<file path="src/rtl/skid_fifo_axis.sv">
// Valid/ready/last FWFT buffer, DEPTH x {last,data}; optional stored-packet counter under SKID_FIFO_PKTCNT_EN.
// Latency: 1 cycle m->s with no combinational bypass; sustains 1 word/cycle.
// Backpressure: registered m_ready drops when full; s_data/s_last hold while s_ready=0.
module skid_fifo_axis #(
  parameter int DATA_W = 8,
  parameter int DEPTH  = 4,
  localparam int LVL_W = $clog2(DEPTH) + 1
) (
  input  logic              clk,
  input  logic              reset,
  input  logic [DATA_W-1:0] m_data,
  input  logic              m_valid,
  input  logic              m_last,
  output logic              m_ready,
  output logic [DATA_W-1:0] s_data,
  output logic              s_valid,
  output logic              s_last,
  input  logic              s_ready,
`ifdef SKID_FIFO_PKTCNT_EN
  output logic [LVL_W-1:0]  level,
  output logic [LVL_W-1:0]  pkt_cnt
`else
  output logic [LVL_W-1:0]  level
`endif
);

  localparam int PTR_W = $clog2(DEPTH);

  logic [DATA_W:0]    mem [DEPTH];
  logic [PTR_W-1:0]   wr_ptr;
  logic [PTR_W-1:0]   rd_ptr;
  logic [LVL_W-1:0]   level_q;
  logic [LVL_W-1:0]   level_next;
  logic               m_ready_q;
  logic               push;
  logic               pop;
  logic [DATA_W:0]    head;

  assign push    = m_valid & m_ready_q;
  assign s_valid = (level_q != '0);
  assign pop     = s_valid & s_ready;
  assign head    = mem[rd_ptr];

  // Gate the head entry so stale storage never shows while empty.
  assign s_data  = s_valid ? head[DATA_W-1:0] : '0;
  assign s_last  = s_valid & head[DATA_W];
  assign m_ready = m_ready_q;
  assign level   = level_q;

  always_comb begin
    level_next = level_q;
    if (push && !pop) begin
      level_next = level_q + LVL_W'(1);
    end else if (pop && !push) begin
      level_next = level_q - LVL_W'(1);
    end
  end

  always_ff @(posedge clk or negedge reset) begin
    if (!reset) begin
      wr_ptr    <= '0;
      rd_ptr    <= '0;
      level_q   <= '0;
      m_ready_q <= 1'b0;
      for (int i = 0; i < DEPTH; i++) begin
        mem[i] <= '0;
      end
    end else begin
      if (push) begin
        mem[wr_ptr] <= {m_last, m_data};
        wr_ptr      <= wr_ptr + PTR_W'(1);
      end
      if (pop) begin
        rd_ptr <= rd_ptr + PTR_W'(1);
      end
      level_q   <= level_next;
      // Looks at next level so a pop from full reopens m_ready one cycle later.
      m_ready_q <= (level_next != LVL_W'(DEPTH));
    end
  end

`ifdef SKID_FIFO_PKTCNT_EN
  logic [LVL_W-1:0] pkt_q;
  logic             pkt_in;
  logic             pkt_out;

  assign pkt_in  = push & m_last;
  assign pkt_out = pop & s_last;
  assign pkt_cnt = pkt_q;

  always_ff @(posedge clk or negedge reset) begin
    if (!reset) begin
      pkt_q <= '0;
    end else if (pkt_in && !pkt_out) begin
      pkt_q <= pkt_q + LVL_W'(1);
    end else if (pkt_out && !pkt_in) begin
      pkt_q <= pkt_q - LVL_W'(1);
    end
  end
`endif

endmodule

</file>
<file path="config.mk">
export PLATFORM = sky130hd
export DESIGN_NAME = skid_fifo_axis
export DESIGN_NICKNAME = d
export VERILOG_FILES = /design/src/rtl/skid_fifo_axis.sv
export SDC_FILE = /design/constraint.sdc
export NUM_CORES = 1
export LEC_CHECK = 0
export CAP_MARGIN = 5
export CORE_ASPECT_RATIO = 1.4
export CORE_MARGIN = 2
export CORE_UTILIZATION = 40
export DETAILED_ROUTE_END_ITERATION = 10
export SETUP_SLACK_MARGIN = 0.15
export SYNTH_ARGS = -nofsm -noshare
export SYNTH_HDL_FRONTEND = slang
export SYNTH_SLANG_ARGS = --single-unit
</file>
<file path="constraint.sdc">
create_clock -name clk -period 2.5 [get_ports clk]
set_clock_uncertainty 0.1 [all_clocks]
set_input_delay 0.5 -clock clk [delete_from_list [all_inputs] [get_ports clk]]
set_output_delay 0.5 -clock clk [all_outputs]
set_load 0.05 [all_outputs]
</file>
Word level (Yosys, flattened, before mapping)
Index checks and enable logic that the tools add are counted.
{ "totals": {"regBits": 44, "input_bits": 13, "wordCells": 36} }
{ "op_classes": {"n_addsub": 4, "n_lt_le_gt_ge": 3, "n_eq_ne": 1, "muxes": 9, "bitwise_logic": 5, "n_reduce_logical": 6} }
{ "op_table": {"columns": ["operator", "count"], "rows": [
  ["36-bit bitwise mux", 1],
  ["9-bit two-way mux", 3],
  ["9-bit binary-select mux with 2-bit select", 1],
  ["9-bit demux with 2-bit select", 1],
  ["8-bit two-way mux", 1],
  ["3-bit greater-or-equal comparator (second input constant)", 2],
  ["3-bit two-way mux", 2],
  ["2-bit inverter with 3-bit output", 2],
  ["2-bit by 1-bit adder with 2-bit output (second input constant)", 2],
  ["3-bit by 1-bit adder with 3-bit output (second input constant)", 1],
  ["1-bit AND", 3],
  ["1-bit logical AND", 3],
  ["3-bit by 1-bit less-than comparator with 1-bit output (second input constant)", 1],
  ["3-bit inequality test (second input constant)", 1],
  ["3-bit nonzero test", 1],
  ["3-bit by 1-bit subtractor with 3-bit output (second input constant)", 1],
  ["1-bit zero test", 2]
]} }

Longest topological paths before layout
Gate-level depths: netlist (run 1).
{ "depth": {"word_depth": 6, "ltp_mapped": 6, "ltp_nobuf": 6} }

Least setup slack after synthesis (run 1)
Ideal clock, no wire load.
{ "synth_timing": {"path_type": "register to output", "startpoint": "reg level_q[0] (netlist: level[0])", "endpoint": "out s_data[0]", "arrival_time_ns": 2.271, "slack_ns": -0.371, "path_stages_with_launch": 6, "path_cell_list": "dfrtp_1 > inv_1 > ha_1 > nand2b_2 > clkbuf_1 > and2_1"} }
{ "synth_via": {"elab_chain_cells": 2} }
{ "synth_lines": {"columns": ["item", "line", "text"], "rows": [
  ["from (decl)", "32", "logic [LVL_W-1:0] level_q;"],
  ["from (signal assigned)", "76", "level_q <= level_next;"],
  ["3-bit nonzero test", "40", "assign s_valid = (level_q != '0);"],
  ["named net s_valid", "16", "output logic s_valid,"],
  ["8-bit two-way mux", "45", "assign s_data = s_valid ? head[DATA_W-1:0] : '0;"],
  ["to (decl)", "15", "output logic [DATA_W-1:0] s_data,"]
]} }
The timed path passes the listed nets, and every way through them passes these cells.

Worst setup path in the final report (run 1)
{ "layout_timing": {"startpoint": "reg rd_ptr[0]", "endpoint": "out s_data[4]"} }
{ "layout_via": {"elab_chain_cells": 5} }
{ "layout_lines": {"columns": ["item", "line", "text"], "rows": [
  ["from (decl)", "31", "logic [PTR_W-1:0] rd_ptr;"],
  ["from (signal assigned)", "74", "rd_ptr <= rd_ptr + PTR_W'(1);"],
  ["2-bit inverter with 3-bit output (implied by the code)", "42", "assign head = mem[rd_ptr];"],
  ["9-bit binary-select mux with 2-bit select", "42", null],
  ["9-bit two-way mux (implied by the code) (2 in a row)", "42", null],
  ["8-bit two-way mux", "45", null]
]} }
Every way passes these cells. The select of a mux whose other input is x is not followed.

==> results of run 1 <==
[synth_stat cells (2+ instances only)]
master | instances | area share
ha_1 | 7 | 0.041
inv_1 | 4 | 0.0070
nand2_1 | 5 | 0.0087
mux4_2 | 8 | 0.084
dfrtp_1 | 44 | 0.51
nand2_4 | 2 | 0.010
xnor2_1 | 5 | 0.020
and2_1 | 9 | 0.026
nand3_1 | 3 | 0.0070
o21ai_0 | 2 | 0.0047
buf_6 | 2 | 0.010
nand2_2 | 3 | 0.0087
mux2_2 | 36 | 0.19
[cell type report]
cell class | instances | area (um2) | area share
inverters | 4 | 15.0 | 0.00564
clock buffers | 6 | 82.6 | 0.0310
clock inverters | 2 | 38.8 | 0.0146
multi-input cells | 96 | 1030 | 0.385
flip-flops and latches | 44 | 1100 | 0.415
repair buffers | 29 | 313 | 0.117
well taps | 66 | 82.6 | 0.0310
[logic make-up (layout without fill, tap and decap cells)]
| family | Yosys count | after routing | synth area share |
|---|---|---|---|
| DFF | 44 | 44 | 0.513 |
| adders and majority gates | 8 | 8 | 0.0460 |
| AOI/OAI and AO/OA | 9 | 9 | 0.0303 |
| xor gates and xnor gates | 5 | 5 | 0.0204 |
| muxes | 45 | 45 | 0.285 |
| buffers and inverters | 8 | 41 | 0.0215 |
| and+or+nand+nor | 29 | 29 | 0.0845 |
[final timing paths]
check	to
worst max-delay path	s_data[4]
worst min-delay path	mem[14]$_DFFE_PN0P_
worst max register to register	level[1]$_DFF_PN0_
worst min register to register	mem[23]$_DFFE_PN0P_
max in group asynchronous	level[0]$_DFF_PN0_
min in group clk	mem[23]$_DFFE_PN0P_
[per-stage QoR]
stage | utilization | setup WS (ps) | hold slack [ps] | cell area [um2]
6_report | 0.516 | 209 | 177 | 2660
5_1_grt | 0.516 | 128 | 227 | 2660
4_1_cts | 0.502 | 161 | 188 | 2590
3_5_place_dp | 0.478 | 410 | 393 | 2470
3_3_place_gp | 0.478 | 453 | 382 | 2470
2_1_floorplan | - | 216 | 104 | 2160
[flip-flops by register name, indices dropped and copies added (netlist names)]
register  count
wr_ptr        2
m_ready       1
mem          36
level         3
rd_ptr        2
[repair_timing]
item / in CTS / in global routing
resized for setup: 1 / 24
pin swaps: 0 / 0
setup endpoints to repair: 3 / 9
[layer usage]
metal,part of all wire,vias up
li1,-,597
met1,0.40,647
met2,0.53,27
met3,0.043,9
met4,0.021,0
met5,0,-
[cells in the final DEF (no fill, tap or decap), types with 2 or more instances in the layout]
master / Yosys / routed
and2_4: 1 / 8
inv_1: 4 / 4
mux2_2: 36 / 36
ha_1: 7 / 7
buf_8: 0 / 6
o21ai_0: 2 / 2
nand2_1: 5 / 5
buf_6: 2 / 4
nand2_4: 2 / 2
nand3_1: 3 / 3
dfrtp_2: 0 / 3
and2_2: 0 / 2
mux4_2: 8 / 8
nand2_2: 3 / 3
clkdlybuf4s50_1: 0 / 15
xnor2_1: 5 / 5
buf_4: 0 / 3
dfrtp_1: 44 / 41
clkbuf_8: 0 / 6
==> out/qor.csv, run 1 <==
stage,metric,value,unit
cts,htree_levels,2,
routing,drt_wl_total,4060,um
global_routing,use_met2,0.264,
routing,wl_per_cell,16.4,um
sta,rsz0062_at_grt,true,
synthesis,syn_inst,148,
synthesis,ys_warn_count,0,
synthesis,seq_area_frac_synth,0.513,
cts,numCtsBuffers,5,
cts,cts_sinks,44,
cts,clkLatencyLatePin,290,ps
sta,max_slew.worst_pin.slew,554,ps
cts,root_buffer,clkbuf_8,
setup_path,crit_arrival,1690,ps
global_routing,grt_usage,0.152,
floorplanning,die-area,5980,um2
sta,setup_tns,0,ps
outcome,status,finished clean,
synthesis,synth_area,2150,um2
synthesis,ys_seq_elements,44,
floorplanning,die-width,65.9,um
sta,hold_viol,0,
floorplanning,start_util,0.416,
setup_path,r2r_slack,700,ps
setup_path,crit_fanout,4,
sta,slew_headroom,0.631,
global_routing,antenna_found_initial,0,
placed_design,globalplace.congestion,0.757,
final_layout,drive_gt1_frac,0.481,
synthesis,synth_ff_type,dfrtp_1,
floorplanning,pin_count,27,
synthesis,post_synth.cell_area_avg,14.5,um2
cts,cts_tree,built,
routing,drtIter0Drc,25,
setup_path,cp-startpoint,rd_ptr[0]$_DFFE_PN0P_,
global_routing,grt_pass1_vias,1449,
routing,drt-pass1-iter-count,4,
synthesis,synthesis.nets,168,
setup_path,path_cells,buf_6 -> mux4_1 -> and2_2 -> buf_6,
setup_path,r2r_start,level[0]$_DFF_PN0_,
floorplanning,floorplan.core_area,5160,um2
setup_path,crit_family,multiplexers,
placed_design,hpwl,2870,um
hold_path,min_path_type,primary input to asynchronous set/reset pin,
job,max_cap_violations,0,
setup_path,cpMaxStageDelayCell,mux4_1,
routing,route.detailed.drc,0,
routing,vias,1280,
cts,cts_setup_buffers,0,
cts,cts-hold-fix-buffers,0,
setup_path,startpoint_type,flop,
setup_path,crit_path_frequent_cell,buf_6,
cts,clk_path_buf_depth,2,
global_routing,grt_pass1_wl,6890,um
final_layout,nFillCells,447,
sta,fmax,437,MHz
routing,ant_nets,0,
global_routing,top_usage_layer,met2,
final_layout,area_delta_synth_final,23.9,%
final_layout,nets,200,
sta,slew_viol_final,0,
setup_path,critPathRequiredTime,1900,ps
floorplanning,die_y,90.7,um
setup_path,endpoint_kind,primary output,
sta,setup_violations,0,
setup_path,crit_cells,4,
cts,clkTransAtPathRegs,80,ps
synthesis,async_flop_share,1.00,
global_routing,grt_util_met1,0.176,
sta,fin_crit,2290,ps
final_layout,final_cells,247,
placed_design,dp.cells,239,
setup_path,r2r_cells,6,
global_routing,grt_max_degree,45,
sta,fin_crit_sh,0.916,
setup_path,crit_path_max_incr_delay,530,ps
setup_path,path_class,flop to primary output,
setup_path,path_buf_inv,2,
placed_design,place.port_buffers,26,
final_layout,n_antenna_cell,0,
global_routing,met3_usage,0.0387,
floorplanning,rows,31,
routing,vias_per_cell,5.18,
synthesis,synth_edf_count,0,
global_routing,grt_remaining_overflow,0,
synthesis,synth.distinct_cells,31,
Power of run 1 is not shown: default switching activity piles up to over one toggle a cycle in this logic, so the estimate is an artifact.
==> inputs of run 2 (changes only) <==
--- a/config.mk
+++ b/config.mk
@@ -7,9 +7,10 @@
 export LEC_CHECK = 0
 export CAP_MARGIN = 5
 export CORE_ASPECT_RATIO = 1.4
-export CORE_MARGIN = 2
+export CORE_MARGIN = 5
 export CORE_UTILIZATION = 40
 export DETAILED_ROUTE_END_ITERATION = 10
+export REMOVE_ABC_BUFFERS = 1
 export SETUP_SLACK_MARGIN = 0.15
 export SYNTH_ARGS = -nofsm -noshare
 export SYNTH_HDL_FRONTEND = slang
==> out/qor.csv, run 2 (same netlist as run 1, synthesis figures left out) <==
stage,metric,value,unit
final_layout,drive_gt1_frac,0.449,
placed_design,globalplace.congestion,0.814,
cts,cts_tree,built,
final_layout,largest_reg_flops,36,
setup_path,r2r_slack,660,ps
routing,route.detailed.drc,0,
cts,cts_sinks,44,
global_routing,grt_max_degree,20,
floorplanning,die-area,6960,um2
cts,clkTransAtPathRegs,80,ps
floorplanning,die-width,71.9,um
sta,setup_tns,0,ps
setup_path,cpMaxStageDelayCell,mux4_2,
cts,cts-hold-fix-buffers,0,
final_layout,regMostFlops,mem,
sta,fin_crit_sh,0.934,
setup_path,crit_fanout,5,
setup_path,endpoint_kind,primary output,
placed_design,place.port_buffers,26,
routing,wl_per_cell,17.4,um
floorplanning,rows,31,
setup_path,r2r_cells,6,
sta,setup_violations,0,
cts,clkLatencyLatePin,290,ps
job,max_cap_violations,0,
setup_path,crit_path_max_incr_delay,480,ps
global_routing,antenna_found_initial,0,
sta,fmax,428,MHz
setup_path,critPathRequiredTime,1900,ps
outcome,status,finished clean,
sta,slew_headroom,0.670,
floorplanning,floorplan.core_area,5200,um2
setup_path,r2r_start,level[0]$_DFF_PN0_,
final_layout,nFillCells,458,
routing,drt_wl_total,4360,um
floorplanning,die_y,96.7,um
global_routing,grt_pass1_wl,7350,um
final_layout,final_cell_mix,"dfrtp_1 (40), mux2_2 (36), clkdlybuf4s50_1 (15), buf_4 (10)",
cts,root_buffer,clkbuf_8,
final_layout,n_antenna_cell,0,
setup_path,path_cells,buf_6 -> mux4_2 -> and2_1 -> buf_4,
cts,numCtsBuffers,5,
sta,layout_setup_ws,166,ps
global_routing,grt_usage,0.137,
sta,slew_viol_final,0,
final_layout,layout_commonest_cell,dfrtp_1,
final_layout,area_delta_synth_final,22.8,%
global_routing,grt_remaining_overflow,0,
sta,rsz0062_at_grt,true,
floorplanning,pin_count,27,
routing,vias_per_cell,5.26,
cts,clk_path_buf_depth,2,
placed_design,hpwl,3150,um
setup_path,path_class,flop to primary output,
routing,vias,1321,
placed_design,pre_cts_slack,399,ps
routing,drt-pass1-iter-count,4,
global_routing,grt_pass1_vias,1475,
setup_path,crit_arrival,1730,ps
sta,hold_viol,0,
setup_path,startpoint_type,flop,
hold_path,min_path_type,primary input to asynchronous set/reset pin,
routing,ant_nets,0,
floorplanning,start_util,0.413,
setup_path,worstReg2RegEnd,level[1]$_DFF_PN0_,
routing,drtIter0Drc,32,
sta,fin_crit,2330,ps
cts,htree_levels,2,
sta,max_slew.worst_pin.slew,493,ps
final_layout,nets,204,
[run 2: cell count changes in the layout (fill, tap and decap cells not counted), sizes merged]
cell  change
buf       +4
[run 2: what timing repair did]
item	4_1_cts	5_1_grt
pin swaps	0	0
endpoints found under the setup margin	9	9
buffers inserted	2	1
gates resized for setup	3	9
[run 2: critical path, delay by kind of cell (launching register included)]
kind	cells	cell delay, ps
simple gates	1	180
buf+inv	2	340
flops	1	430
mux	1	480
[run 2: worst max-delay path by stage]
stage	from	to	slack, ps
2_1_floorplan	level[0]$_DFF_PN0_	s_data[0]	30
3_5_place_dp	level[0]$_DFF_PN0_	s_data[3]	400
4_1_cts	rd_ptr[0]$_DFFE_PN0P_	s_data[6]	160
5_1_grt	rd_ptr[0]$_DFFE_PN0P_	s_data[3]	130
6_report	rd_ptr[0]$_DFFE_PN0P_	s_data[3]	170
3_3_place_gp	rd_ptr[0]$_DFFE_PN0P_	s_data[3]	400
[run 2: cell type report]
class                           count  area, um2  area share
Clock buffer                        6       72.6      0.0275
Clock inverter                      2       35.0      0.0133
Inverter                            4       15.0     0.00569
Multi-Input combinational cell     96       1010       0.382
Sequential cell                    44       1110       0.419
Tap cell                           66       82.6      0.0313
Timing Repair Buffer               33        318       0.120
[run 2: per-layer routing]
metal / share of wire / GRT usage
met1: 0.39 / 0.155
met2: 0.56 / 0.244
met3: 0.037 / 0.0332
met4: 0.015 / 0.0507
met5: 0 / 0
[run 2: stage by stage]
stage                     cell area (um2)  utilization  std cells  hold slack (ps)
after CTS                            2610        0.501        250             45.2
after floorplan                      2120            -        144              104
after global placement               2470        0.476        240              353
final                                2640        0.507        251             23.7
after global routing                 2640        0.507        251             65.1
after detailed placement             2470        0.476        240              370
Power of run 2 is left out for the same reason.
==> inputs of run 3 (changes only) <==
--- a/config.mk
+++ b/config.mk
@@ -7,9 +7,10 @@
 export LEC_CHECK = 0
 export CAP_MARGIN = 5
 export CORE_ASPECT_RATIO = 1.4
-export CORE_MARGIN = 5
+export CORE_MARGIN = 2
 export CORE_UTILIZATION = 40
 export DETAILED_ROUTE_END_ITERATION = 10
+export MAX_ROUTING_LAYER = met4
 export REMOVE_ABC_BUFFERS = 1
 export SETUP_SLACK_MARGIN = 0.15
 export SYNTH_ARGS = -nofsm -noshare
==> constraint.sdc (replaced) <==
create_clock -name clk -period 2.5 [get_ports clk]
set_clock_uncertainty 0.1 [all_clocks]
set_input_delay 0.5 -clock clk [delete_from_list [all_inputs] [get_ports clk]]
set_output_delay 0.5 -clock clk [all_outputs]
set_load 0.01 [all_outputs]
==> out/qor.csv, run 3 (same netlist as run 1, synthesis figures left out) <==
stage,metric,value,unit
floorplanning,die-area,5980,um2
outcome,status,finished clean,
global_routing,antenna_found_initial,0,
setup_path,endpoint_kind,primary output,
setup_path,crit_cells,6,
global_routing,grt_usage,0.171,
power_and_ir_drop,power_leakage,0.00117,uW
job,max_cap_violations,0,
setup_path,path_cells,buf_6 -> buf_8 -> buf_6 -> mux4_2 -> and2_4 -> buf_6,
final_layout,largest_reg_flops,36,
cts,cts_sinks,44,
cts,clkLatencyLatePin,290,ps
routing,drt_wl_total,4500,um
sta,slew_headroom,0.726,
placed_design,post_dp_cell_area,2500,um2
sta,fin_crit_sh,0.936,
sta,slew_viol_final,0,
floorplanning,pin_count,27,
placed_design,place.port_buffers,26,
floorplanning,rows,31,
floorplanning,floorplan.core_area,5160,um2
routing,drtIter0Drc,30,
sta,rsz0062_at_grt,true,
final_layout,layout_commonest_cell,dfrtp_1,
setup_path,startpoint_type,flop,
final_layout,drive_gt1_frac,0.461,
sta,hold_viol,0,
cts,htree_levels,2,
placed_design,globalplace.congestion,0.702,
routing,ant_nets,0,
setup_path,crit_path_max_incr_delay,480,ps
setup_path,path_buf_inv,4,
routing,vias,1339,
global_routing,grt_pass1_vias,1525,
setup_path,cpMaxStageDelayCell,mux4_2,
final_layout,finalInstanceArea,2670,um2
floorplanning,die_y,90.7,um
final_layout,area_delta_synth_final,24.2,%
setup_path,critPathRequiredTime,1900,ps
floorplanning,start_util,0.416,
setup_path,crit_arrival,1740,ps
sta,fin_crit,2340,ps
hold_path,min_path_type,primary input to asynchronous set/reset pin,
sta,max_slew.worst_pin.slew,410,ps
cts,clkTransAtPathRegs,80,ps
routing,route.detailed.drc,0,
routing,wl_per_cell,17.5,um
final_layout,nFillCells,467,
power_and_ir_drop,powerDensity,1410,nW/um2
final_layout,regMostFlops,mem,
cts,clk_path_buf_depth,2,
cts,cts_tree,built,
floorplanning,die-width,65.9,um
global_routing,grt_max_degree,27,
cts,root_buffer,clkbuf_8,
routing,drt-pass1-iter-count,4,
sta,setup_violations,0,
power_and_ir_drop,ir_drop,0.758,mV
final_layout,final_cell_mix,"dfrtp_1 (43), mux2_2 (36), clkdlybuf4s50_1 (15), mux4_2 (9), buf_4 (8)",
routing,vias_per_cell,5.21,
final_layout,n_antenna_cell,0,
sta,setup_tns,0,ps
setup_path,crit_family,multiplexers,
placed_design,hpwl,3200,um
setup_path,crit_path_frequent_cell,buf_6,
final_layout,nets,211,
setup_path,r2r_cells,7,
global_routing,grt_pass1_wl,7590,um
cts,numCtsBuffers,5,
setup_path,path_class,flop to primary output,
global_routing,grt_remaining_overflow,0,
setup_path,crit_fanout,6,
sta,fmax,427,MHz
## run 3: changes by cell type in the layout (fill, tap and decap cells not counted), sizes merged
| cell | change |
|---|---|
| clkdlybuf4s15 | +1 |
| clkbuf | +3 |
| dlymetal6s2s | +1 |
| bufinv | -1 |
| buf | +2 |
## run 3: what timing repair did
| action | 4_1_cts | 5_1_grt |
|---|---|---|
| pin swaps | 0 | 4 |
| resized for setup | 28 | 18 |
| gates cloned | 0 | 0 |
| hold buffers | 0 | 0 |
| buffers inserted | 5 | 3 |
| endpoints found under the setup margin | 10 | 10 |
## run 3: routing by layer
layer | track usage | share of wire | up-vias
li1 | - | - | 616
met1 | 0.209 | 0.41 | 693
met2 | 0.286 | 0.55 | 25
met3 | 0.0299 | 0.032 | 5
met4 | 0.0493 | 0.013 | 0
met5 | - | 0 | -
## run 3: layout make-up
cell class / instances / area (um2) / area share
flip-flops and latches: 44 / 1100 / 0.413
multi-input cells: 96 / 1010 / 0.379
repair buffers: 40 / 379 / 0.142
well taps: 66 / 82.6 / 0.0309
clock buffers: 6 / 72.6 / 0.0272
inverters: 4 / 15.0 / 0.00563
clock inverters: 1 / 5.00 / 0.00188
## run 3: final timing paths
path / end / slack (ps) / from
worst max-delay path: s_data[0] / 160 / rd_ptr[0]$_DFFE_PN0P_
worst min-delay path: mem[5]$_DFFE_PN0P_ / 30 / reset
worst max register to register: level[1]$_DFF_PN0_ / 720 / level[1]$_DFF_PN0_
worst min register to register: mem[15]$_DFFE_PN0P_ / 400 / mem[15]$_DFFE_PN0P_
max in group asynchronous: wr_ptr[0]$_DFFE_PN0P_ / 1580 / reset
min in group clk: mem[15]$_DFFE_PN0P_ / 400 / mem[15]$_DFFE_PN0P_
## run 3: report_power, final
part	leakage [uW]	switching, uW	total [uW]	internal, uW
Clock	0.0000410	224	414	190
Combinational	0.000610	809	2060	1250
Sequential	0.000518	219	1300	1080
Total	0.00117	1250	3780	2520
## run 3: per-stage QoR
step | instances | total power, uW | setup slack (ps) | hold slack [ps] | utilization
after floorplan | 144 | 2460 | 480 | 104 | -
final | 257 | 3780 | 160 | 26.3 | 0.517
after global placement | 242 | 3160 | 205 | 352 | 0.485
after detailed placement | 242 | 3230 | 184 | 360 | 0.485
after CTS | 254 | 3680 | 92.9 | 40.2 | 0.509
after global routing | 257 | 4030 | 84.5 | 56.0 | 0.517
No activity file was read; power rests on OpenSTA's default activity.
